`config.mk`:
```
export PLATFORM = sky130hd
export DESIGN_NAME = mem_access_stage
export DESIGN_NICKNAME = d
export VERILOG_FILES = /design/src/rtl/mem_access_stage.sv
export SDC_FILE = /design/constraint.sdc
export NUM_CORES = 1
export LEC_CHECK = 0
export ABC_CLOCK_PERIOD_IN_PS = 1500
export CAP_MARGIN = 20
export CORE_AREA = 2 2 122 124
export CTS_BUF_LIST = sky130_fd_sc_hd__clkbuf_8
export CTS_CLUSTER_SIZE = 28
export DETAILED_ROUTE_END_ITERATION = 6
export DIE_AREA = 0 0 124 126
export PLACE_DENSITY = 0.7
export SLEW_MARGIN = 20
export SYNTH_ARGS = -nofsm -noshare
export SYNTH_HDL_FRONTEND = slang
export SYNTH_SLANG_ARGS = --single-unit
export TNS_END_PERCENT = 100
```
`constraint.sdc`:
```
create_clock -name clk -period 1.5 [get_ports clk]
set_input_delay 0.3 -clock clk [delete_from_list [all_inputs] [get_ports clk]]
set_output_delay 0.3 -clock clk [all_outputs]
set_load 0.005 [all_outputs]
```
`src/rtl/mem_access_stage.sv`:
```
// MEM stage of the 5-stage pipeline: data-memory access over req/ready with a
// bounded wait, branch resolution, and the MEM/WB pipeline register.
module mem_access_stage #(
  parameter int DATA_WIDTH    = 32,
  parameter int ADDR_WIDTH    = 32,
  parameter int REG_NUM_WIDTH = 5,
  parameter int TIMEOUT       = 16
) (
  input  logic                     clk,
  input  logic                     rst,
  input  logic                     in_mem_to_reg,
  input  logic                     in_reg_write,
  input  logic                     in_mem_read,
  input  logic                     in_mem_write,
  input  logic                     in_branch,
  input  logic                     in_is_equal,
  input  logic [ADDR_WIDTH-1:0]    in_pc_out,
  input  logic [DATA_WIDTH-1:0]    in_alu_out,
  input  logic [DATA_WIDTH-1:0]    in_store_data,
  input  logic [REG_NUM_WIDTH-1:0] in_rf_wr_num,
  output logic                     dmem_req,
  output logic                     dmem_we,
  output logic [DATA_WIDTH-1:0]    dmem_addr,
  output logic [DATA_WIDTH-1:0]    dmem_wdata,
  input  logic                     dmem_ready,
  input  logic [DATA_WIDTH-1:0]    dmem_rdata,
  output logic                     stall,
  output logic                     branch_taken,
  output logic [ADDR_WIDTH-1:0]    branch_target,
  output logic                     dmem_err,
  output logic                     wb_mem_to_reg,
  output logic                     wb_reg_write,
  output logic [DATA_WIDTH-1:0]    wb_read_data,
  output logic [DATA_WIDTH-1:0]    wb_alu_out,
  output logic [REG_NUM_WIDTH-1:0] wb_rf_wr_num
);

  localparam int CNT_W = (TIMEOUT > 1) ? $clog2(TIMEOUT) : 1;
  localparam logic [CNT_W-1:0] CNT_LAST = CNT_W'(TIMEOUT - 1);

  typedef enum logic {IDLE, ACCESS} state_t;

  state_t           state;
  logic [CNT_W-1:0] cnt;
  logic             memop;
  logic             isLoad;
  logic             accessing;
  logic             complete;
  logic             timeoutHit;
  logic             loadWb;

  always_comb begin
    memop      = in_mem_read | in_mem_write;
    isLoad     = in_mem_read & ~in_mem_write;
    accessing  = (state == ACCESS);
    complete   = accessing & dmem_ready;
    timeoutHit = accessing & ~dmem_ready & (cnt == CNT_LAST);
    // Anything that is neither a clean pass-through nor a completion is a bubble.
    loadWb     = ((state == IDLE) & ~memop) | complete;
  end

  always_comb begin
    dmem_req      = accessing;
    dmem_we       = in_mem_write;
    dmem_addr     = in_alu_out;
    dmem_wdata    = in_store_data;
    // Gated by rst so the front of the pipe is released the moment reset hits.
    stall         = rst & (((state == IDLE) & memop) | (accessing & ~dmem_ready & ~timeoutHit));
    branch_taken  = in_branch & in_is_equal & ~stall;
    branch_target = in_pc_out;
  end

  always_ff @(posedge clk or negedge rst) begin
    if (!rst) begin
      state         <= IDLE;
      cnt           <= '0;
      dmem_err      <= 1'b0;
      wb_mem_to_reg <= 1'b0;
      wb_reg_write  <= 1'b0;
      wb_read_data  <= '0;
      wb_alu_out    <= '0;
      wb_rf_wr_num  <= '0;
    end else begin
      case (state)
        IDLE: begin
          if (memop) begin
            state <= ACCESS;
            cnt   <= '0;
          end
        end
        ACCESS: begin
          if (dmem_ready) begin
            state <= IDLE;
          end else if (cnt == CNT_LAST) begin
            dmem_err <= 1'b1;
            state    <= IDLE;
          end else begin
            cnt <= cnt + 1'b1;
          end
        end
        default: state <= IDLE;
      endcase

      if (loadWb) begin
        wb_mem_to_reg <= in_mem_to_reg;
        wb_reg_write  <= in_reg_write;
        wb_alu_out    <= in_alu_out;
        wb_rf_wr_num  <= in_rf_wr_num;
        if (complete && isLoad) wb_read_data <= dmem_rdata;
      end else begin
        wb_mem_to_reg <= 1'b0;
        wb_reg_write  <= 1'b0;
      end
    end
  end

endmodule

```
# Word-level counts from Yosys, hierarchy flattened
# Index checks and enable logic that the tools add are counted.
totals:
  mem_count: 0
  output_inout_bits: 172
  rom_bits: 0
  ram_bits: 0
  latch_bits: 0
  regBits: 77
  input_bits: 142
op_classes:
  eq_ne: 4
  shift: 0
  addsub: 1
  magnitude_cmp: 0
  div_mod_pow: 0
  n_reduce_logical: 4
  multipliers: 0
  n_mux: 10
  n_bitwise: 19
ops:
  columns: ["operator", "count"]
  rows:
  - ["2-to-1 mux 4 bit", 3]
  - ["AND 1 bit", 10]
  - ["case mux 4 bit (2 select lines)", 1]
  - ["inequality test 2 bit (second input constant)", 3]
  - ["NOT 1 bit", 6]
  - ["AND reduction 3 bit", 2]
  - ["2-to-1 mux 1 bit", 5]
  - ["adder 4 x 1 -> 4 bit (second input constant)", 1]
  - ["equality test 4 bit (second input constant)", 1]
  - ["OR 1 bit", 3]
  - ["case mux 1 bit (2 select lines)", 1]
  - ["AND reduction 2 bit", 1]
  - ["logical AND 1 bit", 1]

# Depth between registers and ports, before layout
# Gate-level depths: netlist (run 1).
depth:
  ltp_word: 9
  mapped_depth: 5
  mapped_depth_nobuf: 4

# Least setup slack after synthesis (run 1)
# Ideal clock, no wire load.
synth_timing:
  path_type: "register to output"
  start: "register cnt[0]"
  end: "output stall"
  t_arrival_ns: 1.208
  required_ns: 1.200
  path_slack_ns: -0.008
  path_stages_with_launch: 5
  path_cell_list: "dfrtp_1 -> ha_1 -> and3_1 -> o21ai_1 -> and2_1"
synth_via:
  elab_chain_cells: 6
synth_lines:
  columns: ["item", "line", "text"]
  rows:
  - ["start, declared", "44", "logic [CNT_W-1:0] cnt;"]
  - ["start signal, assigned", "98", "cnt <= cnt + 1'b1;"]
  - ["equality test 4 bit", "57", "timeoutHit = accessing & ~dmem_ready & (cnt == CNT_LAST);"]
  - ["AND 1 bit", "57", null]
  - ["NOT 1 bit", "68", "stall = rst & (((state == IDLE) & memop) | (accessing & ~dmem_ready & ~timeoutHit));"]
  - ["AND 1 bit", "68", null]
  - ["OR 1 bit", "68", null]
  - ["AND 1 bit", "68", null]
  - ["end, declared", "27", "output logic stall,"]
# Every way passes these cells.

# Final worst setup path (run 1)
# Same ends and word-level chain as after synthesis.

==> results of run 1 <==
[metrics by stage]
stage          total power (W)  setup WS (ps)  instances
2_1_floorplan          0.00437           69.9        279
3_3_place_gp           0.00625           -566        579
3_5_place_dp           0.00634           -576        579
4_1_cts                0.00768           -374        610
5_1_grt                0.00828           -387        617
6_report               0.00778           -301        617
[path summary, 6_finish.rpt]
path | startpoint | end | depth (start not counted)
min reg2reg | wb_read_data[30]$_DFFE_PN0P_ | wb_read_data[30]$_DFFE_PN0P_ | 1
min | rst | wb_read_data[14]$_DFFE_PN0P_ | 2
max in group asynchronous | rst | wb_read_data[19]$_DFFE_PN0P_ | 2
max reg2reg | dmem_req$_DFF_PN0_ | wb_rf_wr_num[4]$_DFFE_PN0N_ | 6
min in group clk | in_alu_out[16] | wb_alu_out[16]$_DFFE_PN0N_ | 2
max | cnt[0]$_DFFE_PN0P_ | stall | 5
[worst max-delay path, delay by kind of cell (launching register included)]
kind / cells / cell delay, ps
AO/OA/AOI/OAI: 1 / 160
AND/OR/NAND/NOR: 2 / 320
buffers and inverters: 1 / 80
adder cells (fa/ha/maj): 1 / 190
flip-flops: 1 / 390
[layer usage]
| layer | vias to the layer above | share of wire, % | global-route usage (%) |
|---|---|---|---|
| met3 | 49 | 8.5 | 4.53 |
| met5 | - | 0 | 0 |
| li1 | 1145 | - | - |
| met2 | 138 | 51 | 21.5 |
| met1 | 1249 | 36 | 13.8 |
| met4 | 0 | 3.9 | 8.33 |
[what timing repair did]
action / 4_1_cts / 5_1_grt
hold buffers: 1 / 0
hold endpoints to repair: 3 / 0
setup endpoints to repair: 142 / 73
buffers inserted: 11 / 2
gates cloned: 3 / 6
resized for setup: 142 / 21
pin swaps: 5 / 4
[cells in the final DEF (no fill, tap or decap), types with 2 or more instances in the layout]
cell type        count
nand3_1              3
dfrtp_1             77
buf_12               5
clkinvlp_4           2
clkinv_2             3
nand2_1              4
mux2_4              36
nor2b_1              3
clkbuf_16            5
clkbuf_8            10
mux2_2              33
buf_6                7
dlygate4sd2_1      106
clkdlybuf4s50_1     76
buf_4               38
buf_16               2
nand2b_1             2
[kinds of logic after synthesis]
logic type | after synthesis
buffers and inverters | 105
and+or+nand+nor | 17
muxes | 70
DFF | 77
adders and majority gates | 1
AOI/OAI and AO/OA | 9
[power groups by stage]
stage	combinational, W	sequential (W)	clock (W)
final	0.00320	0.00314	0.00144
after global routing	0.00345	0.00325	0.00159
after CTS	0.00302	0.00314	0.00151
after detailed placement	0.00314	0.00320	0
after global placement	0.00309	0.00316	0
after floorplan	0.00113	0.00324	0
[cell type report]
type	instances	area, um2
inverters	1	3.75
well taps	184	230
multi-input cells	97	1150
fillers	1403	8460
clock inverters	6	38.8
clock buffers	10	138
repair buffers	242	2360
flip-flops and latches	77	1930
==> flow_metrics.env, run 1 <==
export IMPL_post_dp_cell_area_um2=5320
export IMPL_synth_edf_count=0
export IMPL_grt_overflow=0
export IMPL_crit_arrival_ps=1500
export IMPL_switchingPower_w=0.00224
export IMPL_place_congestion=0.792
export IMPL_num_antenna_cells=0
export IMPL_period_share_pct=120
export IMPL_area_growth_pct=57.6
export IMPL_die_w_um=124
export IMPL_synthTopCellsByCount="buf_4 (99), dfrtp_1 (77), mux2_2 (61)"
export IMPL_yosys_area_share_simple_pct=2.83
export IMPL_first_pass_iters=4
export IMPL_start_util_pct=25.9
export IMPL_r2r_setup_slack_ps=0
export IMPL_fp_coreArea_um2=14300
export IMPL_grt_pass1_wl_um=15000
export IMPL_drive_gt1_share_pct=35.1
export IMPL_hold_slack_ps=8.84
export IMPL_hpwl_um=7060
export IMPL_routed_wl_um=10700
export IMPL_syn_nets=422
export IMPL_synthTopCellsByArea="dfrtp_1 (52%), buf_4 (20%), mux2_2 (18%), mux2_4 (3.2%), nor2b_1 (0.51%)"
export IMPL_p_leak_nw=2.82
export IMPL_p_seq_share_pct=40.4
export IMPL_cpPeakStageDelay_ps=390
export IMPL_cp_required_ps=1200
export IMPL_pwr_share_comb_pct=41.1
export IMPL_p_int_w=0.00554
export IMPL_die_height_um=126
export IMPL_slew_viol_final=0
export IMPL_ys_async_sr_fraction_pct=100
export IMPL_antenna_found_initial=0
export IMPL_synth_top_area_share_pct=51.9
export IMPL_row_count=44
export IMPL_criticalPathCategory="reg -> out"
export IMPL_ir_worst_vdd_mv=0.754
export IMPL_finalCriticalPeriod_ps=1800
export IMPL_start_kind="flop"
export IMPL_htreeDepth=3
export IMPL_synth_seq_area_share_pct=51.9
export IMPL_powerDensity_nw_per_um2=1330
export IMPL_worst_slack_ps=-301
export IMPL_clkPwrFrac_pct=18.5
export IMPL_fin_worst_skew_ps=7.65
export IMPL_worstSkewPairLatency_ps=360
export IMPL_synthCells=279
export IMPL_cpMaxStageDelayCell="dfrtp_1"
export IMPL_ios=314
export IMPL_synth_compound_area_share_pct=1.72
export IMPL_synth_xor_area_share_pct=0
export IMPL_top_regs="wb_alu_out: 32 flops, wb_read_data: 32 flops, wb_rf_wr_num: 5 flops"
export IMPL_slew_limit_headroom_pct=73.3
export IMPL_violations="negative setup slack"
export IMPL_fin_nets=571
export IMPL_clockBufferDepth=2
export IMPL_yosysMostFrequentCell="buf_4"
export IMPL_worst_pin_slew_ps=400
export IMPL_via_per_inst=4.18
export IMPL_cts_buffers=9
export IMPL_cp_end_kind="primary output"
export IMPL_hold_path_class="in -> async"
export IMPL_utilization_pct=40.9
export IMPL_synth_mux_area_share_pct=22.0
export IMPL_final_hold_violation_count=0
export IMPL_cts_root_buffer="clkbuf_8"
export IMPL_grt_total_usage_pct=12.9
export IMPL_drc=0
export IMPL_initialDrtViolationCount=50
export IMPL_crit_path_cell_trace="ha_2, and3_4, o21ai_4, and2_4, buf_6"
export IMPL_avgRoutedWirePerCell_um=17.3
export IMPL_synth_fa_ha_area_share_pct=0.337
export IMPL_avgSynthCellArea_um2=13.3
export IMPL_rsz0062_at_grt="yes"
export IMPL_clkSinkCount=77
export IMPL_cts_tree="done"
export IMPL_synthFlopType="dfrtp_1"
export IMPL_synth_warning_count=0
export IMPL_finalInstanceArea_um2=5850
export IMPL_setup_violations=12
export IMPL_synth_top_area_cell="dfrtp_1"
export IMPL_grt_max_degree=75
export IMPL_postRouteAntennaNets=0
export IMPL_ys_seq_elements=77
export IMPL_portBuffers=185
export IMPL_synth_top_family_by_area="multiplexers"
export IMPL_status="finished, violations left"
export IMPL_swShare_pct=28.8
export IMPL_synth_area_um2=3710
export IMPL_cts_clk_slew_worst_paths_ps=80
export IMPL_path_max_fanout=3
export IMPL_cap_violations=0
export IMPL_ys_types=27
export IMPL_fin_setup_tns_ps=-764
export IMPL_grt_pass1_vias=2853
export IMPL_fp_dieArea_um2=15600
export IMPL_fmax_mhz=555
export IMPL_vias=2581
No activity file was read; power rests on OpenSTA's default activity.
==> run 2: changes to the inputs <==
Settings changed: CTS_CLUSTER_DIAMETER set to 30.
==> results of run 2 <==
Final layout, timing and power as in run 1 (identical DEF).
==> patch: new RTL, flow settings as in run 1 <==
Set the parameter `ADDR_WIDTH` to 36 (it was 32).
--- a/src/rtl/mem_access_stage.sv
+++ b/src/rtl/mem_access_stage.sv
@@ -2,7 +2,7 @@
 // bounded wait, branch resolution, and the MEM/WB pipeline register.
 module mem_access_stage #(
   parameter int DATA_WIDTH    = 32,
-  parameter int ADDR_WIDTH    = 32,
+  parameter int ADDR_WIDTH    = 36,
   parameter int REG_NUM_WIDTH = 5,
   parameter int TIMEOUT       = 16
 ) (
Ports: changed (resized branch_target and in_pc_out); port bits go from 314 to 322. The function was not compared with the original's and may differ.
==> patch against run 1 <==
Sequential cell count did not move. The run still ends with setup timing left. Combinational power down 12%. Critical path type unchanged. Design area shrank 5.6%. Largest cell class unchanged. Total power down 3.8%. Synthesized area grew 0.81%. Count of clock-buffer cells in the layout is the same. Core utilization decreased by 2.3 points. Worst setup slack better by 0.035 ns. Non-clock buffer count is 13 lower. Routed wire length is 9.9% lower.
==> patch: results (changes against run 1) <==
[outcome]
status=finished, violations left
violations=setup timing

[global_route]
grt_max_degree=78  ; +4.0%
grt_use_met2_pct=21.2  ; -0.26 points
grt_pass1_vias=2763  ; -3.2%
grt_usage_pct=12.0  ; -0.88 points
grt_util_met3_pct=5.25  ; +0.72 points
grt_first_pass_wirelength_mm=14.0  ; -6.8%
met1_usage_pct=11.1  ; -2.6 points

[logic_synthesis]
syn_inst=283  ; +1.4%
synth.top_cells.by_count=103 x buf_4, 77 x dfrtp_1, 61 x mux2_2
synth-compound-area-share_pct=1.70  ; -0.014 points
syn_nets=430  ; +1.9%
yosysSeqAreaShare_pct=51.5  ; -0.42 points
synthAdderAreaFrac_pct=0.334  ; -0.0027 points
synthFlopType=dfrtp_1
synth.area.top_cells=dfrtp_1 51%, buf_4 21%, mux2_2 18%, mux2_4 3.2%, nor2b_1 0.50%
synth.area.mux_share_pct=21.8  ; -0.18 points

[routing]
drt-met1-wl_mm=3.13  ; -19%
firstDrtPassIters=4  ; unchanged
wl_met2_mm=4.94  ; -9.8%
met3_length_mm=1.14  ; +26%
dr_total_vias=2552  ; -1.1%
post_drt_wl_per_cell_um=15.9  ; -7.8%
vias_per_cell=4.23  ; +1.2%

[cells_and_area]
fillerInstances=1409  ; +0.43%
drive_gt1_share_pct=32.7  ; -2.4 points
fin_nets=562  ; -1.6%

[placement]
dp_cells=574  ; -0.86%
place_hpwl_mm=7.03  ; -0.42%
portBuffers=185  ; unchanged
gp_congestion=0.777  ; -1.9%

[min_path]
hold_class=primary input to asynchronous set/reset pin

[clocking]
cts_inserted_buffers=9  ; unchanged
cts.path.max_buffers=2  ; unchanged
clk_transition_reported_paths_ns=0.08  ; about the same
clkLatencyLatePin_ns=0.35
cts_root_buf=clkbuf_8

[power_and_ir_drop]
pg_clk_mw=1.54  ; +7%
leakage_nw=2.58  ; -8.5%
power.internal_mw=5.43  ; -1.9%
ir_drop_mv=0.639  ; -15%

[timing]
slew_headroom_pct=50.5  ; -23 points
setup-violations-final=6  ; -6
skew_ns=0.0121  ; +0.00450 ns
fin_ws_ns=-0.265  ; +0.0355 ns

[worst_setup_path]
reg2reg_depth=9  ; +3
arrival_ns=1.47  ; -0.03 ns

patch: cell count changes after synthesis:
cell	change
buf_4	+4
patch: worst max-delay path, stage by stage, from the launching register on:
cell	delay [ns]
dfrtp_1	0.39
ha_2	0.20
and3_4	0.16
o21ai_4	0.13
and2_1	0.14
buf_2	0.10
patch: per-stage QoR:
step / setup TNS (ns) / total power, mW / worst slack (ns) / hold WS (ns) / area [um^2]
after detailed placement: -24.87 / 6.34 / -0.516 / 0.476 / 5280
after global routing: -3.29 / 8.02 / -0.347 / 0.102 / 5530
after global placement: -23.13 / 6.25 / -0.498 / 0.475 / 5280
after floorplan: 0 / 4.38 / 0.0699 / 0.00441 / 3750
final: -0.885 / 7.49 / -0.265 / 0.0248 / 5530
after CTS: -0.644 / 7.53 / -0.331 / 0.229 / 5410
patch: timing repair:
item / CTS / global route
cloned: 0 / 3
endpoints found under the setup margin: 108 / 40
resized for setup: 118 / 3
pin swaps: 5 / 3
buffers inserted: 8 / 3
patch: final timing paths:
| check | start | to | slack (ns) |
|---|---|---|---|
| max | cnt[0] | stall | -0.27 |
| min | rst | wb_alu_out[21] | 0.02 |
| max reg2reg | cnt[0] | cnt[3] | -0.14 |
| min reg2reg | dmem_err | dmem_err | 0.49 |
| max in group asynchronous | rst | wb_read_data[1] | 0.89 |
| min in group clk | in_alu_out[30] | wb_alu_out[30] | 0.41 |
patch: cell type report:
| type | instances | area, um^2 | share of cell area, % |
|---|---|---|---|
| well taps | 184 | 230 | 4.17 |
| flip-flops and latches | 77 | 1930 | 34.9 |
| clock inverters | 5 | 52.6 | 0.951 |
| repair buffers | 229 | 2140 | 38.7 |
| inverters | 1 | 3.75 | 0.0679 |
| multi-input cells | 97 | 1040 | 18.8 |
| clock buffers | 10 | 138 | 2.49 |
